<file path="src/rtl/serial_adder_pkg.sv">
// Shared types and helpers for the digit-serial adder sequencer.
// Slice width is fixed by the 2-bit adder cell.
package serial_adder_pkg;

   typedef enum logic [1:0] {IDLE, RUN, DONE} state_t;

   localparam int SLICE_W = 2;

   function automatic int ndig(input int width);
      return width / SLICE_W;
   endfunction

endpackage

</file>
<file path="src/rtl/serial_adder_ctrl_if.sv">
// Start/ready/done bundle between switch logic and the serial adder.
// Optional sub input when SERIAL_ADDER_SUB_EN is defined.
interface serial_adder_ctrl_if #(
   parameter int WIDTH = 8
);

   logic             start;
   logic [WIDTH-1:0] op_a;
   logic [WIDTH-1:0] op_b;
   logic             cin;
`ifdef SERIAL_ADDER_SUB_EN
   logic             sub;
`endif
   logic             ready;
   logic             busy;
   logic             done;
   logic [WIDTH-1:0] sum;
   logic             cout;

   modport master (
`ifdef SERIAL_ADDER_SUB_EN
      output sub,
`endif
      output start, op_a, op_b, cin,
      input  ready, busy, done, sum, cout
   );

   modport slave (
`ifdef SERIAL_ADDER_SUB_EN
      input  sub,
`endif
      input  start, op_a, op_b, cin,
      output ready, busy, done, sum, cout
   );

endinterface

</file>
<file path="src/rtl/serial_adder_ctrl_adder.sv">
// 2-bit ripple adder slice: {cout, s} = a + b + cin.
// Combinational; reused unchanged by the serial sequencer.
module adder2 (
   input  logic [1:0] a,
   input  logic [1:0] b,
   input  logic       cin,
   output logic [1:0] s,
   output logic       cout
);

   assign {cout, s} = {1'b0, a} + {1'b0, b} + {2'b00, cin};

endmodule

</file>
<file path="src/rtl/serial_adder_ctrl.sv">
// Digit-serial WIDTH-bit adder: one 2-bit digit per clock, LSB first.
// Define SERIAL_ADDER_SUB_EN to add the sub (a - b) request input.
module serial_adder_ctrl
   import serial_adder_pkg::*;
#(
   parameter int WIDTH = 8
) (
   input logic                clk,
   input logic                rst_n,
   serial_adder_ctrl_if.slave bus
);

   localparam int NDIG = ndig(WIDTH);
   localparam int CW   = (NDIG > 1) ? $clog2(NDIG) : 1;
   localparam logic [CW-1:0] LAST = CW'(NDIG - 1);

   if ((WIDTH < 2) || ((WIDTH % 2) != 0)) begin : g_bad_width
      $error("serial_adder_ctrl: WIDTH must be even and >= 2");
   end

   state_t           state;
   logic [WIDTH-1:0] a_sh;
   logic [WIDTH-1:0] b_sh;
   logic [WIDTH-1:0] acc;
   logic [WIDTH-1:0] acc_nx;
   logic [WIDTH-1:0] sum_r;
   logic [CW-1:0]    cnt;
   logic             carry_r;
   logic             cout_r;
   logic             ready_r;
   logic             busy_r;
   logic             done_r;
   logic [1:0]       s;
   logic             co;
   logic [WIDTH-1:0] b_ld;
   logic             c_ld;

`ifdef SERIAL_ADDER_SUB_EN
   // Subtract as a + ~b + 1; the external carry-in is ignored then.
   assign b_ld = bus.sub ? ~bus.op_b : bus.op_b;
   assign c_ld = bus.sub ? 1'b1 : bus.cin;
`else
   assign b_ld = bus.op_b;
   assign c_ld = bus.cin;
`endif

   adder2 u_slice (
      .a    (a_sh[1:0]),
      .b    (b_sh[1:0]),
      .cin  (carry_r),
      .s    (s),
      .cout (co)
   );

   always_comb begin
      acc_nx = acc >> SLICE_W;
      acc_nx[WIDTH-1 -: SLICE_W] = s;
   end

   always_ff @(posedge clk or negedge rst_n) begin
      if (!rst_n) begin
         state   <= IDLE;
         a_sh    <= '0;
         b_sh    <= '0;
         acc     <= '0;
         sum_r   <= '0;
         cnt     <= '0;
         carry_r <= 1'b0;
         cout_r  <= 1'b0;
         ready_r <= 1'b1;
         busy_r  <= 1'b0;
         done_r  <= 1'b0;
      end else begin
         unique case (state)
            IDLE: begin
               if (bus.start) begin
                  a_sh    <= bus.op_a;
                  b_sh    <= b_ld;
                  carry_r <= c_ld;
                  cnt     <= '0;
                  state   <= RUN;
                  ready_r <= 1'b0;
                  busy_r  <= 1'b1;
               end
            end
            RUN: begin
               a_sh    <= a_sh >> SLICE_W;
               b_sh    <= b_sh >> SLICE_W;
               acc     <= acc_nx;
               carry_r <= co;
               cnt     <= cnt + 1'b1;
               if (cnt == LAST) begin
                  sum_r  <= acc_nx;
                  cout_r <= co;
                  state  <= DONE;
                  busy_r <= 1'b0;
                  done_r <= 1'b1;
               end
            end
            DONE: begin
               done_r  <= 1'b0;
               ready_r <= 1'b1;
               state   <= IDLE;
            end
            default: begin
               state   <= IDLE;
               ready_r <= 1'b1;
               busy_r  <= 1'b0;
               done_r  <= 1'b0;
            end
         endcase
      end
   end

   assign bus.ready = ready_r;
   assign bus.busy  = busy_r;
   assign bus.done  = done_r;
   assign bus.sum   = sum_r;
   assign bus.cout  = cout_r;

endmodule

</file>
<file path="src/flat_wrapper.sv">
// flat-port wrapper written by rule: the top's interface ports become plain ports
module serial_adder_ctrl_flat import serial_adder_pkg::*;
#(
   parameter int WIDTH = 8
)
  (clk, rst_n, bus_start, bus_op_a, bus_op_b, bus_cin, bus_ready, bus_busy, bus_done, bus_sum, bus_cout);
  serial_adder_ctrl_if #(.WIDTH(WIDTH)) bus_i ();
  input logic clk;
  input logic rst_n;
  input wire logic [$bits(bus_i.start)-1:0] bus_start;
  input wire logic [$bits(bus_i.op_a)-1:0] bus_op_a;
  input wire logic [$bits(bus_i.op_b)-1:0] bus_op_b;
  input wire logic [$bits(bus_i.cin)-1:0] bus_cin;
  output wire logic [$bits(bus_i.ready)-1:0] bus_ready;
  output wire logic [$bits(bus_i.busy)-1:0] bus_busy;
  output wire logic [$bits(bus_i.done)-1:0] bus_done;
  output wire logic [$bits(bus_i.sum)-1:0] bus_sum;
  output wire logic [$bits(bus_i.cout)-1:0] bus_cout;
  assign bus_i.start = bus_start;
  assign bus_i.op_a = bus_op_a;
  assign bus_i.op_b = bus_op_b;
  assign bus_i.cin = bus_cin;
  assign bus_ready = bus_i.ready;
  assign bus_busy = bus_i.busy;
  assign bus_done = bus_i.done;
  assign bus_sum = bus_i.sum;
  assign bus_cout = bus_i.cout;
  serial_adder_ctrl #(.WIDTH(WIDTH)) u_core (.clk(clk), .rst_n(rst_n), .bus(bus_i));
endmodule
</file>
<file path="config.mk">
export PLATFORM = sky130hd
export DESIGN_NAME = serial_adder_ctrl_flat
export DESIGN_NICKNAME = d
export VERILOG_FILES = /design/src/rtl/serial_adder_pkg.sv /design/src/rtl/serial_adder_ctrl_if.sv /design/src/rtl/serial_adder_ctrl_adder.sv /design/src/rtl/serial_adder_ctrl.sv /design/src/flat_wrapper.sv
export SDC_FILE = /design/constraint.sdc
export NUM_CORES = 1
export LEC_CHECK = 0
export ABC_AREA = 0
export BUFFER_PORTS_ARGS = -buffer_cell sky130_fd_sc_hd__buf_2
export CORE_ASPECT_RATIO = 0.7
export CORE_MARGIN = 8
export CORE_UTILIZATION = 45
export CTS_BUF_LIST = sky130_fd_sc_hd__clkbuf_4 sky130_fd_sc_hd__clkbuf_8
export CTS_CLUSTER_SIZE = 40
export DETAILED_ROUTE_END_ITERATION = 8
export GPL_TIMING_DRIVEN = 0
export PLACE_DENSITY_LB_ADDON = 0.05
export SYNTH_ARGS = -nofsm -noshare
export SYNTH_HDL_FRONTEND = slang
export SYNTH_SLANG_ARGS = --single-unit
</file>
<file path="constraint.sdc">
create_clock -name clk -period 1.8 [get_ports clk]
set_input_delay 0.36 -clock clk [delete_from_list [all_inputs] [get_ports clk]]
set_output_delay 0.36 -clock clk [all_outputs]
set_load 0.02 [all_outputs]
</file>
# Word-level counts from Yosys, hierarchy flattened
# Cells that the tools add are included.
# word_totals
regBits,41
latchBits,0
mem_bits_rw,0
romBits,0
output_inout_bits,12
elab_cells,48
memories,0
# op_classes
add_sub_neg,3
multipliers,0
div,0
order_cmp,0
n_eq_ne,5
shifts,0
muxes,18
bitwise,3
reduce_logical,8
# op_table
cell,count
one-hot mux 8 bit (2 select lines),2
2-to-1 mux 8 bit,2
AND reduction 2 bit,5
one-hot mux 2 bit (2 select lines),2
2-to-1 mux 2 bit,3
one-hot mux 1 bit (2 select lines),3
2-to-1 mux 1 bit,5
equality test 2 bit (second input constant),2
adder 2 x 2 -> 3 bit,1
adder 3 x 1 -> 3 bit,1
NOT 1 bit,3
one-hot mux 1 bit (3 select lines),1
AND reduction 3 bit,1
adder 2 x 1 -> 2 bit (second input constant),1
equality test 2 x 1 -> 1 bit (second input constant),1
zero test 2 bit,1
!= test 2 x 1 -> 1 bit (second input constant),1
!= test 2 bit (second input constant),1
nonzero test 2 bit,1

# Longest topological paths before layout
# Gate-level depths: netlist of run 1.
# depth
depth_word,3
ltp_mapped,5

# Hierarchy
# A second synthesis of run 1 with hierarchy kept.
# unflattened
cells_unflattened,152
area_unflattened_um2,1740.4
# modules_own_cells
module,instances,cells_per_inst,area_per_inst_um2,seq_area_each_um2
serial_adder_ctrl,1,142,1670.4,977.2
adder2,1,10,70.1,0.0

# Worst setup path before layout of run 1
# No wires, ideal clock.
# synth_path
path_kind,reg2reg
start,reg u_core.carry_r
end,reg u_core.carry_r
setup_ps,65
t_arrival_ps,1520
required_ps,1735
slack_ps,215
path_stages_with_launch,6
period_less_slack_ps,1585
cell_sequence,dfrtp_1 -> inv_1 -> fa_1 -> fa_1 -> a21oi_1 -> o22a_1
# synth_via
elab_chain_cells,2
# synth_rtl
element,line,text
start: declaration,serial_adder_ctrl.sv:28,logic carry_r;
start signal: assignment,serial_adder_ctrl.sv:79,carry_r <= c_ld;
start signal: assignment,serial_adder_ctrl.sv:90,carry_r <= co;
adder 3 x 1 -> 3 bit,serial_adder_ctrl_adder.sv:11,"assign {cout, s} = {1'b0, a} + {1'b0, b} + {2'b00, cin};"
one-hot mux 1 bit (2 select lines),serial_adder_ctrl.sv:74,unique case (state)
# Every way passes these cells.
# A chain may end at the register's enable or synchronous reset.

# Worst setup path in the final report of run 1
# Same ends and word-level chain as after synthesis.

==> metrics.md, run 1 <==
| Metric | Value |
|---|---|
| Vias/cell | `about 5.2` |
| Worst path cell trace | `inv_1, fa_1, fa_1, a21oi_1, o22a_1` |
| Tightest Hold Check Type | `input pin to async pin` |
| CP required | `2.04 ns` |
| Total GRT Usage | `a little over an eighth` |
| Post-Layout Cell Count | `225` |
| Starting Density | `between 40% and 50%` |
| Peak supply drop | `a little under 1 mV` |
| WL final | `between 3 and 4 mm` |
| Worst r2r path cells | `5` |
| Area added between synthesis and finish | `19.9%` |
| Setup violations, final | `0` |
| Critical path type | `register to register` |
| FFs w/ async S/R, synth | `100%` |
| CP endpoint kind | `register` |
| Outcome | `completed` |
| Max clock buf depth | `2` |
| CP max FO | `2` |
| Syn avg cell area | `about 12 sq um` |
| Core Area | `3560 sq um` |
| Commonest non-fill, non-tap cell in the layout | `dfrtp_1` |
| I/O Pins | `32` |
| Post-synthesis register bit count | `39` |
| CTS clk-pin slew, worst paths | `around 0.08 ns` |
| Fin util | `56.8%` |
| Fin. Hold Viols | `0` |
| Post-CTS Setup Inserts | `0` |
| Layout cells sized above 1 | `30.3%` |
| Remaining antenna violation count | `0` |
| Crit path DAT | `between 1.5 and 2 ns` |
| H-tree depth | `2` |
| Mapped Area | `1690 sq um` |
| Post-synth EDFFs | `0` |
| Dpl hpwl | `between 2 and 3 mm` |
| Placer congestion estimate | `roughly 0.76` |
| N_diodes | `0` |
| Initial antenna violation count | `0` |
| R2R Path Start | `u_core.carry_r` |
| Width of the chip | `between 80 and 90 microns` |
| Root Driver | `clkbuf_8` |
| Worst slew margin | `between 40% and 50%` |
| Pwr dens | `roughly 1900 nW/um^2` |
| Std-Cell Rows | `18` |
| Ys flop type | `dfrtp_1` |
| First-pass iteration count of the detailed router | `4` |
| Worst skew pair latency | `about 0.29 ns` |
| # Max-Cap Violations | `0` |
| Wire per inst | `16.0 microns` |
| Crit start category | `register` |
| Synth unique cells | `29` |
| Post-Syn Nets | `~160` |
| Yosys warnings | `0` |
| Vias | `1170` |
| Hold Buf Count CTS | `0` |
| Setup TNS | `0 ns` |
| Vias in the first global route | `~1200` |
| Most frequent cells in the layout | `dfrtp_1, buf_2, nand3b_1, o221a_1, o21ai_1` |
| Crit-path slowest cell | `fa_1` |
| Cell mode on critical path | `fa_1` |
| GRT overflow | `0` |
| Total Nets Final | `~200` |
| Worst path max stage delay | `0.46 ns` |
| Die height | `67.2 microns` |
| Cells after synthesis | `roughly 140` |
| Clock sinks | `39` |
| First-pass GRT wire length | `just under 6 mm` |
| Port Buffers | `31` |
| Leakage | `between 0.9 and 1 nW` |
| DRC Markers | `0` |
| Min Tclk post-route | `approximately 1.7 ns` |
| Flop-to-flop setup slack | `0.12 ns` |
| Achievable frequency | `595 MHz` |
| Dpl cells | `between 200 and 250` |
| Clock skew | `0.00803 ns` |
| TritonCTS Buffers | `5` |
| Sequential-to-total area share from yosys stat | `roughly 58%` |
| RSZ-0062 raised after global routing | `no` |
| Total chip power | `3.81 mW` |
| CP Launch Point | `u_core.carry_r` |
| Die area | `roughly 6000 sq um` |
| CTS tree | `yes` |
| Critical R2R Capture | `u_core.carry_r` |
| Tcrit/Tclk final | `93.4%` |
| Post_cts resized | `0` |
| Pins Over Slew Limit | `0` |
| Largest net degree at the start of global routing | `40` |
| Worst slew pin tran | `a little over 0.8 ns` |
| Initial DRC Count | `23` |
## critical path: cells and delay by family, from the launching register on
| kind | cells | cell delay, ns |
|---|---|---|
| AOI/OAI and AO/OA | 2 | 0.31 |
| DFF | 1 | 0.35 |
| adders and majority gates | 2 | 0.90 |
| buffers and inverters | 1 | 0.06 |
## sequential cells by signal, summed over array words and instances, names as in the netlist
register / count
u_core.a_sh: 8
u_core.b_sh: 8
u_core.bus.sum: 8
u_core.acc: 6
u_core.cnt: 2
u_core.state: 2
u_core.bus.busy: 1
u_core.bus.cout: 1
u_core.bus.done: 1
u_core.bus.ready: 1
u_core.carry_r: 1
## how the worst max path moves through the flow
stage / cells past startpoint / end / slack, ns
floorplan: 5 / u_core.carry_r / 0.21
global placement: 5 / u_core.carry_r / 0.14
detailed placement: 5 / u_core.carry_r / 0.12
CTS: 5 / u_core.carry_r / 0.10
global route: 5 / u_core.carry_r / 0.03
finish: 5 / u_core.carry_r / 0.12
## cell usage after synthesis, types with 2 or more instances
library cell | instances | area (sq um)
o21ai_0 | 6 | 30.0
mux2_1 | 8 | 90.1
o21ai_1 | 11 | 55.1
nor2_2 | 2 | 12.5
clkbuf_1 | 2 | 7.51
mux2_2 | 2 | 22.5
dfrtp_1 | 38 | 951
nand2_1 | 10 | 37.5
fa_1 | 2 | 40.0
nand3b_1 | 12 | 90.1
o221a_1 | 12 | 135
buf_2 | 3 | 15.0
buf_4 | 2 | 15.0
inv_1 | 8 | 30.0
nor2_1 | 2 | 7.51
a21oi_1 | 3 | 15.0
## logic make-up (layout without fill, tap and decap cells)
| group | after synthesis | after routing | synth area share [%] |
|---|---|---|---|
| fa+ha+maj | 3 | 3 | 3.12 |
| simple gates | 31 | 31 | 11.6 |
| flops | 39 | 39 | 57.9 |
| mux | 10 | 10 | 6.68 |
| buf+inv | 17 | 56 | 4.90 |
| compound gates | 36 | 36 | 15.7 |
## routing by layer
layer | GRT usage, % | share of wire (%) | routed length, microns
met1 | 17.0 | 45 | 1630
met2 | 20.3 | 47 | 1690
met3 | 4.36 | 6.4 | 232
met4 | 6.19 | 1.6 | 57
met5 | 0 | 0 | 0
## report_power, final
part / internal (mW) / switching (mW)
sequential: 1.30 / 0.269
clock: 0.448 / 0.305
combinational: 0.681 / 0.808
## area by class of cell
class | instances | area, sq um
tap | 50 | 62.6
inverter | 9 | 33.8
clock inverter | 2 | 35.0
buffer | 8 | 48.8
multi-input combinational | 80 | 627
sequential | 39 | 977
timing repair buffer | 31 | 155
clock buffer | 6 | 82.6
fill | 317 | 1540
## stage by stage
stage	cell area (sq um)	hold slack [ns]	worst slack [ns]
2_1_floorplan	1690	0.0644	0.215
3_5_place_dp	1900	0.477	0.119
3_3_place_gp	1900	0.462	0.141
4_1_cts	2020	0.191	0.102
5_1_grt	2020	0.230	0.0301
6_report	2020	0.166	0.118
Power figures use the tool's default switching activity.
==> run 2: changes to the inputs <==
--- a/config.mk
+++ b/config.mk
@@ -5,7 +5,7 @@
 export SDC_FILE = /design/constraint.sdc
 export NUM_CORES = 1
 export LEC_CHECK = 0
-export ABC_AREA = 0
+export ABC_AREA = 1
 export BUFFER_PORTS_ARGS = -buffer_cell sky130_fd_sc_hd__buf_2
 export CORE_ASPECT_RATIO = 0.7
 export CORE_MARGIN = 8
==> constraint.sdc (replaced) <==
create_clock -name clk -period 2.14 [get_ports clk]
set_input_delay 0.428 -clock clk [delete_from_list [all_inputs] [get_ports clk]]
set_output_delay 0.428 -clock clk [all_outputs]
set_load 0.02 [all_outputs]
==> run 2 against run 1 <==
Effect of this change: largest cell class unchanged; utilization shrank 1.8 points; synthesized cell count is 57% higher; worst hold slack improved by 0.086 ns; design area grew 6.7%; fmax increased by 0.17%; clock power down 26%; worst setup slack better by 0.34 ns; die area is 6.9% higher.
==> metrics.md, run 2 <==
| Metric | Value |
|---|---|
| Outcome | `completed` |
| Port Buffers | `31 (unchanged)` |
| Area share of the largest cell type after synthesis | `51.8% (-4.5 points)` |
| WL final | `3.89 mm (+7.8%)` |
| Worst skew pair latency | `0.29 ns (about the same)` |
| Fin. Hold Viols | `0 (unchanged)` |
| Mapped Area | `1830 sq um (+8.8%)` |
| Pwr dens | `1590 nW/um^2 (-16%)` |
| Vias | `1442 (+23%)` |
| Dpl hpwl | `2.70 mm (-1.3%)` |
| Placer congestion estimate | `0.759 (-0.50%)` |
| Hold Buf Count CTS | `0 (unchanged)` |
| Worst path cell trace | `inv_1, fa_1, fa_1, o21ai_0` |
| GRT overflow | `0 (unchanged)` |
| Post-synth EDFFs | `0 (unchanged)` |
| Fin util | `55.0% (-1.8 points)` |
| N_diodes | `0 (unchanged)` |
| Wire per inst | `12.7 microns (-21%)` |
| Setup TNS | `0 ns (unchanged)` |
| Total chip power | `3.43 mW (-9.9%)` |
| Worst path max stage delay | `0.59 ns (+0.13 ns)` |
| Clock skew | `0.00543 ns (-0.00260 ns)` |
| CTS clk-pin slew, worst paths | `0.08 ns (about the same)` |
| Total Nets Final | `275 (+40%)` |
| Setup violations, final | `0 (unchanged)` |
| First-pass iteration count of the detailed router | `4 (unchanged)` |
| Leakage | `1.21 nW (+26%)` |
| RSZ-0062 raised after global routing | `no` |
| Buf+Inv Stages, Crit Path | `1 (unchanged)` |
| Std-Cell Rows | `19 (+1)` |
| Yosys top cell by area | `dfrtp_1` |
| Critical R2R Capture | `u_core.acc[7]` |
| Width of the chip | `92.3 microns (+3.5%)` |
| Sequential-to-total area share from yosys stat | `53.3% (-4.7 points)` |
| CP required | `2.31 ns (+0.27 ns)` |
| Largest net degree at the start of global routing | `40 (unchanged)` |
| Synth top cells by count | `nand2_1, nand3_1, dfrtp_1` |
| FFs w/ async S/R, synth | `100% (unchanged)` |
| Initial antenna violation count | `0 (unchanged)` |
| Min Tclk post-route | `1.68 ns (-0.00289 ns)` |
| Core Area | `3920 sq um (+10%)` |
| Yosys warnings | `0 (unchanged)` |
| First-pass GRT wire length | `6.92 mm (+16%)` |
| Leading cell type by number of instances after synthesis | `nand2_1` |
| Most frequent cells in the layout | `nand2_1, nand3_1, dfrtp_1` |
| Post-CTS Setup Inserts | `0 (unchanged)` |
| Root Driver | `clkbuf_8` |
| Crit path DAT | `1.85 ns (-0.07 ns)` |
| Worst slew pin tran | `0.862 ns (+0.0307 ns)` |
| Ys flop type | `dfrtp_1` |
| Tightest Hold Check Type | `input pin to async pin` |
| Cell mode on critical path | `fa_1` |
| Layout cells sized above 1 | `25.7% (-4.6 points)` |
| Max clock buf depth | `2 (unchanged)` |
| CTS tree | `yes` |
| Die area | `6410 sq um (+6.9%)` |
| Hold WS | `0.253 ns (+0.0865 ns)` |
| Die height | `69.4 microns (+3.3%)` |
| DRC Markers | `0 (unchanged)` |
| CP max FO | `2 (unchanged)` |
| Post_cts resized | `0 (unchanged)` |
| Vias in the first global route | `1504 (+24%)` |
| Synth area leaders | `dfrtp_1, nand2_1, nand3_1` |
| Vias/cell | `4.73 (-9.1%)` |
| Initial DRC Count | `52 (+130%)` |
| Post-synthesis register bit count | `39 (unchanged)` |
| Worst slew margin | `42.6% (-2.0 points)` |
| Syn avg cell area | `8.57 sq um (-31%)` |
| Crit start category | `register` |
| Total GRT Usage | `13.3% (-0.10 points)` |
| Placement Setup Slack | `0.468 ns (+0.349 ns)` |
| Remaining antenna violation count | `0 (unchanged)` |
| H-tree depth | `2 (unchanged)` |
| Area added between synthesis and finish | `17.7%` |
| Synth unique cells | `19 (-34%)` |
| Clock sinks | `39 (unchanged)` |
| TritonCTS Buffers | `5 (unchanged)` |
| Worst r2r path cells | `4 (-1)` |
| Top delay family on crit path | `adder cells` |
| Pins Over Slew Limit | `0 (unchanged)` |
| Commonest non-fill, non-tap cell in the layout | `nand2_1` |
| # Max-Cap Violations | `0 (unchanged)` |
| Post-Syn Nets | `237 (+49%)` |
| Cells after synthesis | `214 (+57%)` |
| Critical path type | `register to register` |
| I/O Pins | `32 (unchanged)` |
| Peak supply drop | `0.681 mV (-30%)` |
| CP endpoint kind | `register` |
| Starting Density | `46.8% (-0.64 points)` |
| Tcrit/Tclk final | `78.4% (-15 points)` |
| R2R Path Start | `u_core.carry_r` |
| Crit-path slowest cell | `fa_1` |
| Worst setup margin | `0.461 ns (+0.343 ns)` |
| Achievable frequency | `596 MHz (+0.17%)` |
| Flop-to-flop setup slack | `0.46 ns (+0.34 ns)` |
[run 2: cell types whose count changed after synthesis, moves of 3 or more]
cell	change
nand3_1	+40
nand2_1	+45
o21ai_2	+7
nand3b_1	-12
o221a_1	-12
mux2_1	-8
o21ai_1	-3
inv_1	+28
[run 2: layer usage]
metal	global-route usage, %	up-vias	part of all wire, %
met2	19.1	28	42
met1	18.5	670	53
met4	3.74	0	0.59
met5	0	-	0
met3	4.22	5	4.4
li1	-	739	-
[run 2: metrics by stage]
step	instances	area, sq um
floorplan	214	1830
global placement	297	2050
finish	305	2160
detailed placement	297	2050
global route	305	2160
CTS	305	2160
[run 2: kinds of logic after synthesis]
kind of cell / share of synthesized area (%)
simple gates: 25.4
buf+inv: 11.6
fa+ha+maj: 2.86
flops: 53.3
compound gates: 6.89
[run 2: worst max path at each step]
stage,start,to,slack (ns),depth (start not counted)
after CTS,u_core.carry_r,u_core.acc[7],0.46,4
after global routing,u_core.carry_r,u_core.carry_r,0.37,6
after detailed placement,u_core.carry_r,u_core.acc[7],0.47,4
final,u_core.carry_r,u_core.acc[7],0.46,4
after floorplan,u_core.carry_r,u_core.acc[7],0.55,4
after global placement,u_core.carry_r,u_core.acc[7],0.48,4
[run 2: layout make-up]
| cell class | instances | area, sq um |
|---|---|---|
| well taps | 52 | 65.1 |
| plain buffers | 10 | 70.1 |
| clock buffers | 8 | 104 |
| inverters | 38 | 143 |
| fillers | 395 | 1760 |
| flip-flops and latches | 39 | 977 |
| repair buffers | 31 | 155 |
| multi-input cells | 127 | 644 |
[run 2: where the power goes]
part | internal, mW | switching (mW) | total (mW)
clock | 0.307 | 0.252 | 0.559
combinational | 0.607 | 1.02 | 1.62
sequential | 1.08 | 0.164 | 1.25
total | 2.00 | 1.43 | 3.43
==> run 3: changes to the inputs <==
==> constraint.sdc (replaced) <==
create_clock -name clk -period 1.6 [get_ports clk]
set_input_delay 0.32 -clock clk [delete_from_list [all_inputs] [get_ports clk]]
set_output_delay 0.32 -clock clk [all_outputs]
set_load 0.02 [all_outputs]
==> run 3 against run 2 <==
Effect of this change: fmax grew 9.9%; worst setup slack lost 0.39 ns; design area grew 0.12%; clock power grew 34%; wire length is essentially flat; register-to-register slack lost 0.39 ns; critical endpoint unchanged; largest power group unchanged.
==> metrics.md, run 3 (synthesis gave the netlist of run 2 again) <==
| Metric | Value |
|---|---|
| Total Nets Final | `275 (unchanged)` |
| Outcome | `completed` |
| Clock skew | `0.00769 ns (+0.00226 ns)` |
| Pwr dens | `2130 nW/um^2 (+34%)` |
| Worst setup margin | `0.0721 ns (-0.389 ns)` |
| Die area | `6410 sq um (unchanged)` |
| Layout cells sized above 1 | `26.5% (+0.79 points)` |
| GR peak layer | `met1` |
| H-tree depth | `2 (unchanged)` |
| Min Tclk post-route | `1.53 ns (-0.151 ns)` |
| CP required | `1.78 ns (-0.53 ns)` |
| Placement Setup Slack | `-0.0720 ns (-0.540 ns)` |
| Initial antenna violation count | `0 (unchanged)` |
| Clock sinks | `39 (unchanged)` |
| N_diodes | `0 (unchanged)` |
| CTS tree | `yes` |
| Setup TNS | `0 ns (unchanged)` |
| GRT overflow | `0 (unchanged)` |
| Worst slew margin | `43.0% (+0.41 points)` |
| TritonCTS Buffers | `5 (unchanged)` |
| DRC Markers | `0 (unchanged)` |
| Global routing usage on met3 | `4.22% (unchanged)` |
| Vias/cell | `4.67 (-1.2%)` |
| Vias | `1424 (-1.2%)` |
| Starting Density | `46.8% (unchanged)` |
| Crit-path slowest cell | `fa_1` |
| Crit path DAT | `1.70 ns (-0.15 ns)` |
| First-pass iteration count of the detailed router | `4 (unchanged)` |
| Vias in the first global route | `1494 (-0.66%)` |
| Buf+Inv Stages, Crit Path | `1 (unchanged)` |
| Die height | `69.4 microns (unchanged)` |
| Tightest Hold Check Type | `input pin to async pin` |
| Placer congestion estimate | `0.759 (unchanged)` |
| Port Buffers | `31 (unchanged)` |
| Met2 GRT Util | `18.6% (-0.47 points)` |
| WL final | `3.89 mm (about the same)` |
| Commonest non-fill, non-tap cell in the layout | `nand2_1` |
| Std-Cell Rows | `19 (unchanged)` |
| M1 GR Usage | `18.9% (+0.46 points)` |
| # Max-Cap Violations | `0 (unchanged)` |
| Post-CTS Setup Inserts | `0 (unchanged)` |
| Top delay family on crit path | `adder cells` |
| RSZ-0062 raised after global routing | `yes` |
| Initial DRC Count | `58 (+12%)` |
| Peak supply drop | `0.899 mV (+32%)` |
| Worst slew pin tran | `0.856 ns (-0.00610 ns)` |
| Most frequent cells in the layout | `nand2_1, nand3_1, dfrtp_1` |
| Worst path cell trace | `inv_2, fa_2, fa_1, o21ai_1` |
| I/O Pins | `32 (unchanged)` |
| Pins Over Slew Limit | `0 (unchanged)` |
| Area added between synthesis and finish | `17.8%` |
| Fin. Hold Viols | `0 (unchanged)` |
| Tcrit/Tclk final | `95.5% (+17 points)` |
| Max clock buf depth | `2 (unchanged)` |
| Wire per inst | `12.7 microns (about the same)` |
| CTS clk-pin slew, worst paths | `0.08 ns (about the same)` |
| CP endpoint kind | `register` |
| Remaining antenna violation count | `0 (unchanged)` |
| Leakage | `1.21 nW (-0.14%)` |
| Dpl hpwl | `2.70 mm (unchanged)` |
| Width of the chip | `92.3 microns (unchanged)` |
| Core Area | `3920 sq um (unchanged)` |
| Largest net degree at the start of global routing | `40 (unchanged)` |
| Root Driver | `clkbuf_8` |
| Crit start category | `register` |
| Setup violations, final | `0 (unchanged)` |
| Hold Buf Count CTS | `0 (unchanged)` |
| Critical path type | `register to register` |
| Achievable frequency | `655 MHz (+9.9%)` |
| Worst skew pair latency | `0.29 ns (about the same)` |
| CP max FO | `2 (unchanged)` |
| First-pass GRT wire length | `6.95 mm (+0.40%)` |
| Total GRT Usage | `13.3% (+0.023 points)` |
| Worst path max stage delay | `0.54 ns (-0.05 ns)` |
==> run 3: cell counts in the layout (fill, tap and decap cells not counted) <==
No cell type changed its count.
==> run 3: path summary, 6_finish.rpt <==
| kind | from | endpoint | slack, ns | depth (start not counted) |
|---|---|---|---|---|
| worst max-delay path | u_core.carry_r | u_core.acc[7] | 0.07 | 4 |
| worst min-delay path | rst_n | u_core.cnt[1] | 0.14 | 1 |
| worst min register to register | u_core.bus.busy | u_core.bus.busy | 0.48 | 2 |
| min in group clk | bus_op_a[7] | u_core.a_sh[7] | 0.24 | 3 |
| max in group asynchronous | rst_n | u_core.bus.sum[3] | 0.93 | 1 |
| worst max register to register | u_core.carry_r | u_core.acc[7] | 0.07 | 4 |
==> run 3: routing by layer <==
layer	wire length, microns	vias up
met2	1660	31
met5	0	-
met3	210	2
met4	11	0
met1	2010	653
li1	-	738
==> run 3: what timing repair did <==
action | 4_1_cts | 5_1_grt
setup endpoints to repair | 3 | 2
gates cloned | 0 | 0
resized for setup | 1 | 2
hold endpoints to repair | 0 | 0
pin swaps | 1 | 0
==> run 3: power by group <==
| part | total, mW | leakage, nW | switching, mW | internal (mW) |
|---|---|---|---|---|
| Clock | 0.751 | 0.0549 | 0.340 | 0.411 |
| Combinational | 2.19 | 0.669 | 1.36 | 0.824 |
| Sequential | 1.67 | 0.481 | 0.222 | 1.45 |
==> run 3: cell type report <==
cell class | count | area (sq um)
flip-flops and latches | 39 | 977
plain buffers | 10 | 70.1
clock buffers | 8 | 104
multi-input cells | 127 | 647
repair buffers | 31 | 155
fillers | 398 | 1760
inverters | 38 | 143
well taps | 52 | 65.1
==> run 3: through the flow <==
step	area [sq um]	hold slack (ns)	utilization (%)	power [mW]	std cells
6_report	2160	0.139	55.1	4.61	305
5_1_grt	2160	0.215	55.1	5.06	305
4_1_cts	2160	0.178	55.1	4.67	305
3_5_place_dp	2050	0.464	52.4	3.89	297
2_1_floorplan	1830	0.0244	-	3.31	214
3_3_place_gp	2050	0.459	52.4	3.87	297
==> run 3: worst register-to-register path, delay by kind of cell, from the launching register on <==
kind / cells / cell delay (ns)
AOI/OAI and AO/OA: 1 / 0.08
adders and majority gates: 2 / 0.92
buffers and inverters: 1 / 0.05
DFF: 1 / 0.38
